$ cat src/rtl/regfile_mp.sv
// Parametrised multi-port register file with sequential power-on clear,
// same-cycle write bypass (highest port wins) and a per-register pending scoreboard.
module regfile_mp #(
  parameter  int XLEN  = 32,
  parameter  int NREGS = 32,
  parameter  int NRD   = 2,
  parameter  int NWR   = 2,
  localparam int AW    = $clog2(NREGS)
) (
  input  logic                clk,
  input  logic                rst_n,
  output logic                ready,
  input  logic [NRD*AW-1:0]   rd_addr,
  output logic [NRD*XLEN-1:0] rd_data,
  output logic [NRD-1:0]      rd_pending,
  input  logic [NWR-1:0]      wr_en,
  input  logic [NWR*AW-1:0]   wr_addr,
  input  logic [NWR*XLEN-1:0] wr_data,
  input  logic [NWR-1:0]      wb_clr,
  input  logic                iss_en,
  input  logic [AW-1:0]       iss_rd
);

  typedef enum logic {CLEAR, RUN} state_t;

  state_t           state, state_nxt;
  logic [AW-1:0]    clr_idx;
  logic [NREGS-1:0] pending, pending_nxt;
  logic [XLEN-1:0]  regs [NREGS];

  // Control state: reset restarts the clear walk from register 1.
  always_ff @(posedge clk) begin
    if (!rst_n) begin
      state   <= CLEAR;
      clr_idx <= AW'(1);
      pending <= '0;
    end else begin
      // NOTE: sequential state uses <= so every flop samples pre-edge values.
      state   <= state_nxt;
      pending <= pending_nxt;
      if (state == CLEAR) clr_idx <= clr_idx + AW'(1);
    end
  end

  always_comb begin
    state_nxt = state;
    if (state == CLEAR && clr_idx == AW'(NREGS - 1)) state_nxt = RUN;
  end

  assign ready = (state == RUN);

  // NOTE: the array has no reset branch; it is zeroed by the clear walk, which keeps it RAM-mappable.
  always_ff @(posedge clk) begin
    if (rst_n) begin
      if (state == CLEAR) begin
        regs[clr_idx] <= '0;
      end else begin
        // Later ports overwrite earlier ones, giving the highest index priority.
        for (int j = 0; j < NWR; j++) begin
          if (wr_en[j] && wr_addr[j*AW +: AW] != '0)
            regs[wr_addr[j*AW +: AW]] <= wr_data[j*XLEN +: XLEN];
        end
      end
    end
  end

  // Scoreboard: clears first, then the issue set, so a new producer wins a collision.
  always_comb begin
    // NOTE: assigning a default first keeps combinational blocks latch-free.
    pending_nxt = pending;
    if (state == RUN) begin
      for (int j = 0; j < NWR; j++) begin
        if (wb_clr[j]) pending_nxt[wr_addr[j*AW +: AW]] = 1'b0;
      end
      if (iss_en && iss_rd != '0) pending_nxt[iss_rd] = 1'b1;
    end
    pending_nxt[0] = 1'b0;
  end

  always_comb begin
    rd_data    = '0;
    rd_pending = '0;
    if (state == RUN) begin
      for (int i = 0; i < NRD; i++) begin
        rd_pending[i] = pending[rd_addr[i*AW +: AW]];
        if (rd_addr[i*AW +: AW] != '0) begin
          rd_data[i*XLEN +: XLEN] = regs[rd_addr[i*AW +: AW]];
          for (int j = 0; j < NWR; j++) begin
            if (wr_en[j] && wr_addr[j*AW +: AW] == rd_addr[i*AW +: AW])
              rd_data[i*XLEN +: XLEN] = wr_data[j*XLEN +: XLEN];
          end
        end
      end
    end
  end

endmodule

$ cat config.mk
export PLATFORM = sky130hd
export DESIGN_NAME = regfile_mp
export DESIGN_NICKNAME = d
export VERILOG_FILES = /design/src/rtl/regfile_mp.sv
export SDC_FILE = /design/constraint.sdc
export NUM_CORES = 2
export LEC_CHECK = 0
export CAP_MARGIN = 20
export CORE_ASPECT_RATIO = 2
export CORE_MARGIN = 1
export CORE_UTILIZATION = 30
export CTS_CLUSTER_SIZE = 14
export DETAILED_ROUTE_END_ITERATION = 10
export GPL_TIMING_DRIVEN = 0
export PLACE_DENSITY = 0.41
export SLEW_MARGIN = 40
export SYNTH_ARGS = -nofsm -noshare
export SYNTH_HDL_FRONTEND = slang
export SYNTH_SLANG_ARGS = --single-unit
$ cat constraint.sdc
create_clock -name clk -period 9.6 [get_ports clk]
set_clock_uncertainty 0.05 [all_clocks]
set_input_delay 1.44 -clock clk [delete_from_list [all_inputs] [get_ports clk]]
set_output_delay 1.44 -clock clk [all_outputs]
set_load 0.03 [all_outputs]
### Word-level counts from Yosys, hierarchy flattened

Memories as Yosys holds them, arrays and structs flattened.
Index checks and enable logic that the tools add are counted.

* $add $sub $neg: 1
* bitwise gates (word level): 6
* equality and inequality tests: 5
* muxes and demuxes: 37
* reductions and logical operators: 17
* $lt $le $gt $ge: 8

Operator list (number)
* 32-bit 2-to-1 mux: 12
* 32-bit AND: 2
* 64-bit 2-to-1 mux: 1
* 32-bit NOT: 2
* 32-bit bitwise OR: 1
* 32-bit OR reduction: 1
* 5-bit by 6-bit < comparator with 1-bit output (second input constant): 5
* 5-bit nonzero test: 5
* 5-bit equality test: 4
* 1-bit 2-to-1 mux: 17
* 1-bit demux with 5-bit select: 3
* 5-bit by 1-bit >= comparator with 1-bit output (second input constant): 3
* 1-bit logical AND: 11
* 1-bit binary-select mux with 5-bit select: 2
* 5-bit by 1-bit adder with 5-bit output (second input constant): 1
* 5-bit equality test (second input constant): 1
* 5-bit 2-to-1 mux: 1
* 2-bit 2-to-1 mux: 1
* 1-bit NOT: 1

* input port bits: 96
* word-level logic and storage cells: 79
* memory bits (writable): 1024
* register bits after elaboration: 38
* output and inout bits: 67
* memories: 1

Memories
* regs: depth 32, bits a word 32, read ports 2, clocked after memory_dff 0, wr ports 2, RTL line 29 `logic [XLEN-1:0] regs [NREGS];`

### Depth between registers and ports, before layout

* depth in word-level cells: 13
* mapped depth: 9
* gate-level depth less buffers: 5

### Least setup slack after synthesis

OpenSTA, ideal clock, no wires.

* path type: input-to-reg
* start: input port wr_addr[4]
* end: memory regs[19][0], enable pin
* setup time: 0.433 ns
* arrival: 4.773 ns
* data required time: 9.117 ns
* buffers on the path: 4
* cell stages on the path: 9
* slack: 4.344 ns
* cell sequence: buf_2 -> or3_1 -> buf_4 -> o31a_1 -> buf_6 -> mux2i_4 -> or3b_1 -> buf_4 -> o22ai_1

RTL lines
* start: declaration: RTL line 17 `input logic [NWR*AW-1:0] wr_addr,`
* end: declaration: RTL line 29

### Worst setup path after layout

* start: input port rd_addr[7]
* end: output port rd_data[39]

* word-level cells in the longest chain between the ends: 6
* elaborated cells on any way between the ends: 10
* those cells by class: eq/ne (2); mux (4); reduce/logical (3); memory (1)

RTL lines
* start: declaration: RTL line 13 `input logic [NRD*AW-1:0] rd_addr,`
* parallel branches: the longest is 4 deep, another holds memory read 32 x 32 bit
* 32-bit 2-to-1 mux (*): RTL line 86 `if (rd_addr[i*AW +: AW] != '0) begin`
* 64-bit 2-to-1 mux (*): RTL line 83 `if (state == RUN) begin`
* end: declaration: RTL line 14 `output logic [NRD*XLEN-1:0] rd_data,`

Every way passes the cells marked *.

==> flow_summary.yaml <==
placement:
  gp_congestion: 1.05
  dp_hpwl_mm: 346
  place_area_sq_um: 71600
  port_buffers: 119
  pre_cts_ws_ns: 2.29
die:
  start_util_pct: 30.3
  core_sq_um: 209000
  pin_count: 163
  die_w_um: 326
  die_h_um: 651
  die_area_sq_um: 212000
  fp-row-count: 237
sta:
  worst_slack_ns: 1.97
  holdWs_ns: 0.476
  max_slew_margin_pct: 30.8
  fin_crit_sh_pct: 79.5
  worst_pin_slew_ns: 1.04
  final_hold_viol_count: 0
  grt_setup_unrepaired: "false"
  min_period_ns: 7.63
  drv_slew: 0
  finalSetupViolCount: 0
  timing.fmax_ghz: 0.131
finish:
  syn_to_final_growth_pct: 19.6
  layout_commonest_cell: "nand2_1"
  nets: 6637
  final_cell_mix: "nand2_1, mux2i_1, edfxtp_1"
  fillCellCount: 21040
  final_core_util_pct: 36.2
  design_area_sq_um: 75500
  layout-drive-gt1-share_pct: 15.7
pwr:
  switchingPower_mw: 3.07
  pwr-share-clk_pct: 44.0
  seqPwrFrac_pct: 45.6
  power.density_nw_per_um2: 147
  switching_share_pct: 27.7
  ir_drop_v: 0.000136
  intPower_mw: 8.01
  power_leakage_nw: 27.8
  p_comb_share_pct: 10.4
drt:
  drc: 0
  drt_wl_total_mm: 463
  dr.pass1.iters: 8
  wire_per_inst_um: 49.2
  drt_iter0_markers: 8150
  viasPerCell: 6.44
  drtAntennaViolNets: 0
  vias: 60619
logic_synthesis:
  yosys_warnings: 0
  ys_async_sr_fraction_pct: 0
  synth_edf_count: 1024
  syn-num-nets: 6230
  synth_cell_types: 60
  synth.cell_area_sq_um: 63200
  avgSynthCellArea_sq_um: 10.3
  yosysSeqAreaShare_pct: 49.9
  ys_ff_latch: 1061
  synthCells: 6132
  synth-main-ff-cell: "edfxtp_1"
global_route:
  grt_pass1_wl_mm: 586
  grt_max_degree: 15
  overflow: 0
  gr-usage-all-layers_pct: 42.4
  antenna_found_initial: 45
  grt_pass1_vias: 58517
critical_path:
  path_class: "input port to primary output"
  end_kind: "primary output"
  slowest_stage: "buf_2"
  cp_common_cell: "buf_2"
  start_kind: "input port"
  crit_path_max_fanout: 10
  critPathMaxStageDelay_ns: 0.71
  required_ns: 8.11
  worstPathArrival_ns: 6.14
  cp_cell_sequence: "buf_2 -> buf_2 -> buf_2 -> buf_2 -> mux2i_1 -> a22oi_1 -> nand4_1 -> o31ai_1 -> a22o_1 -> clkdlybuf4s50_1"
clock_tree:
  clockBufferDepth: 3
  insertion_delay_ns: 0.79
  cts_max_level: 3
  cts.sinks: 1061
  clk_pin_slew_ns: 0.06
  cts_resized: 0
  cts_root_buffer: "clkbuf_16"
  cts_tree: "yes"
  numCtsBuffers: 110
  cts_hold_buffers: 0
  cts_setup_buffers: 0
status:
  run_status: "complete, no violations"
worst_hold_path:
  hold_class: "register to register"
flow_run:
  maxCapViolations: 0
## power groups by stage
stage / combinational, mW / sequential (mW) / clock [mW]
finish: 1.16 / 5.05 / 4.87
global route: 1.13 / 5.06 / 4.96
CTS: 1.10 / 5.05 / 4.85
detailed placement: 1.10 / 5.16 / 0
global placement: 1.04 / 5.16 / 0
floorplan: 0.511 / 5.15 / 0
## final cells by class
type | instances | area [sq um] | share of cell area, %
clock inverters | 64 | 762 | 1.01
flip-flops and latches | 1061 | 31500 | 41.7
clock buffers | 145 | 3020 | 4.00
diodes | 31 | 77.6 | 0.103
well taps | 2748 | 3440 | 4.55
plain buffers | 749 | 3650 | 4.83
inverters | 37 | 139 | 0.184
repair buffers | 295 | 4070 | 5.38
multi-input cells | 4285 | 28900 | 38.2
## synth_stat cells (all sizes together), types with 2 or more instances
library cell	number	area, sq um
a21boi	11	82.6
a21oi	22	110
a221oi	2	17.5
a22o	64	561
a22oi	513	3850
a31o	2	17.5
a41oi	4	35.0
and2	6	37.5
and3	5	31.3
and4	2	17.5
and4b	8	80.1
buf	302	1580
clkbuf	447	1790
dfxtp	37	741
edfxtp	1024	30700
ha	2	25.0
inv	37	139
mux2	2	22.5
mux2i	1027	10300
mux4	16	360
nand2	1058	4060
nand3	78	390
nand3b	14	109
nand4	131	820
nor2	71	334
nor2b	39	244
nor3	5	25.0
nor4	8	81.3
nor4b	8	120
nor4bb	12	120
o21a	10	75.1
o21ai	995	4980
o21bai	4	30.0
o22ai	59	369
o31ai	65	502
or3	4	25.0
or3b	10	87.6
xnor2	10	87.6
xor2	12	105
## path summary, 6_finish.rpt
check / from / end / slack (ns) / cells after the start
min: pending[7] / pending[7] / 0.48 / 2
min reg2reg: pending[7] / pending[7] / 0.48 / 2
max reg2reg: ready / regs[2][18] / 5.78 / 8
max: rd_addr[7] / rd_data[39] / 1.97 / 10
## flip-flops by register name (all words and copies together) (netlist names)
| register | cells |
|---|---|
| pending | 31 |
| clr_idx | 5 |
| regs | 1024 |
| ready | 1 |
## kinds of logic (layout without fill, tap and decap cells)
kind of cell | count (synthesis) | in the layout | share of synthesized area, %
XOR/XNOR | 22 | 22 | 0.305
multiplexers | 1045 | 1045 | 16.9
other | 0 | 31 | 0
AO/OA/AOI/OAI | 1755 | 1755 | 16.9
AND/OR/NAND/NOR | 1461 | 1461 | 10.4
adder cells (fa/ha/maj) | 2 | 2 | 0.0396
buffers and inverters | 786 | 1290 | 5.56
flip-flops | 1061 | 1061 | 49.9
## metrics by stage
stage | setup TNS (ns) | cells | power (mW)
3_5_place_dp | 0 | 9171 | 6.25
4_1_cts | 0 | 9380 | 11.0
5_1_grt | 0 | 9389 | 11.1
3_3_place_gp | -126.55 | 8999 | 6.20
2_1_floorplan | 0 | 6132 | 5.66
6_report | 0 | 9415 | 11.1
## layer usage
metal / GRT usage (%) / vias to the layer above / wire length (um)
met1: 42.5 / 30450 / 148000
met5: 0.229 / - / 141
met3: 10.3 / 1818 / 39300
met4: 45.7 / 12 / 58900
met2: 69.0 / 4552 / 217000
li1: - / 23787 / -
## worst max-delay path, delay by kind of cell
family / cells / cell delay [ns]
buf+inv: 5 / 2.89
simple gates: 1 / 0.29
mux: 1 / 0.22
compound gates: 3 / 1.19
Power figures use the tool's default switching activity.
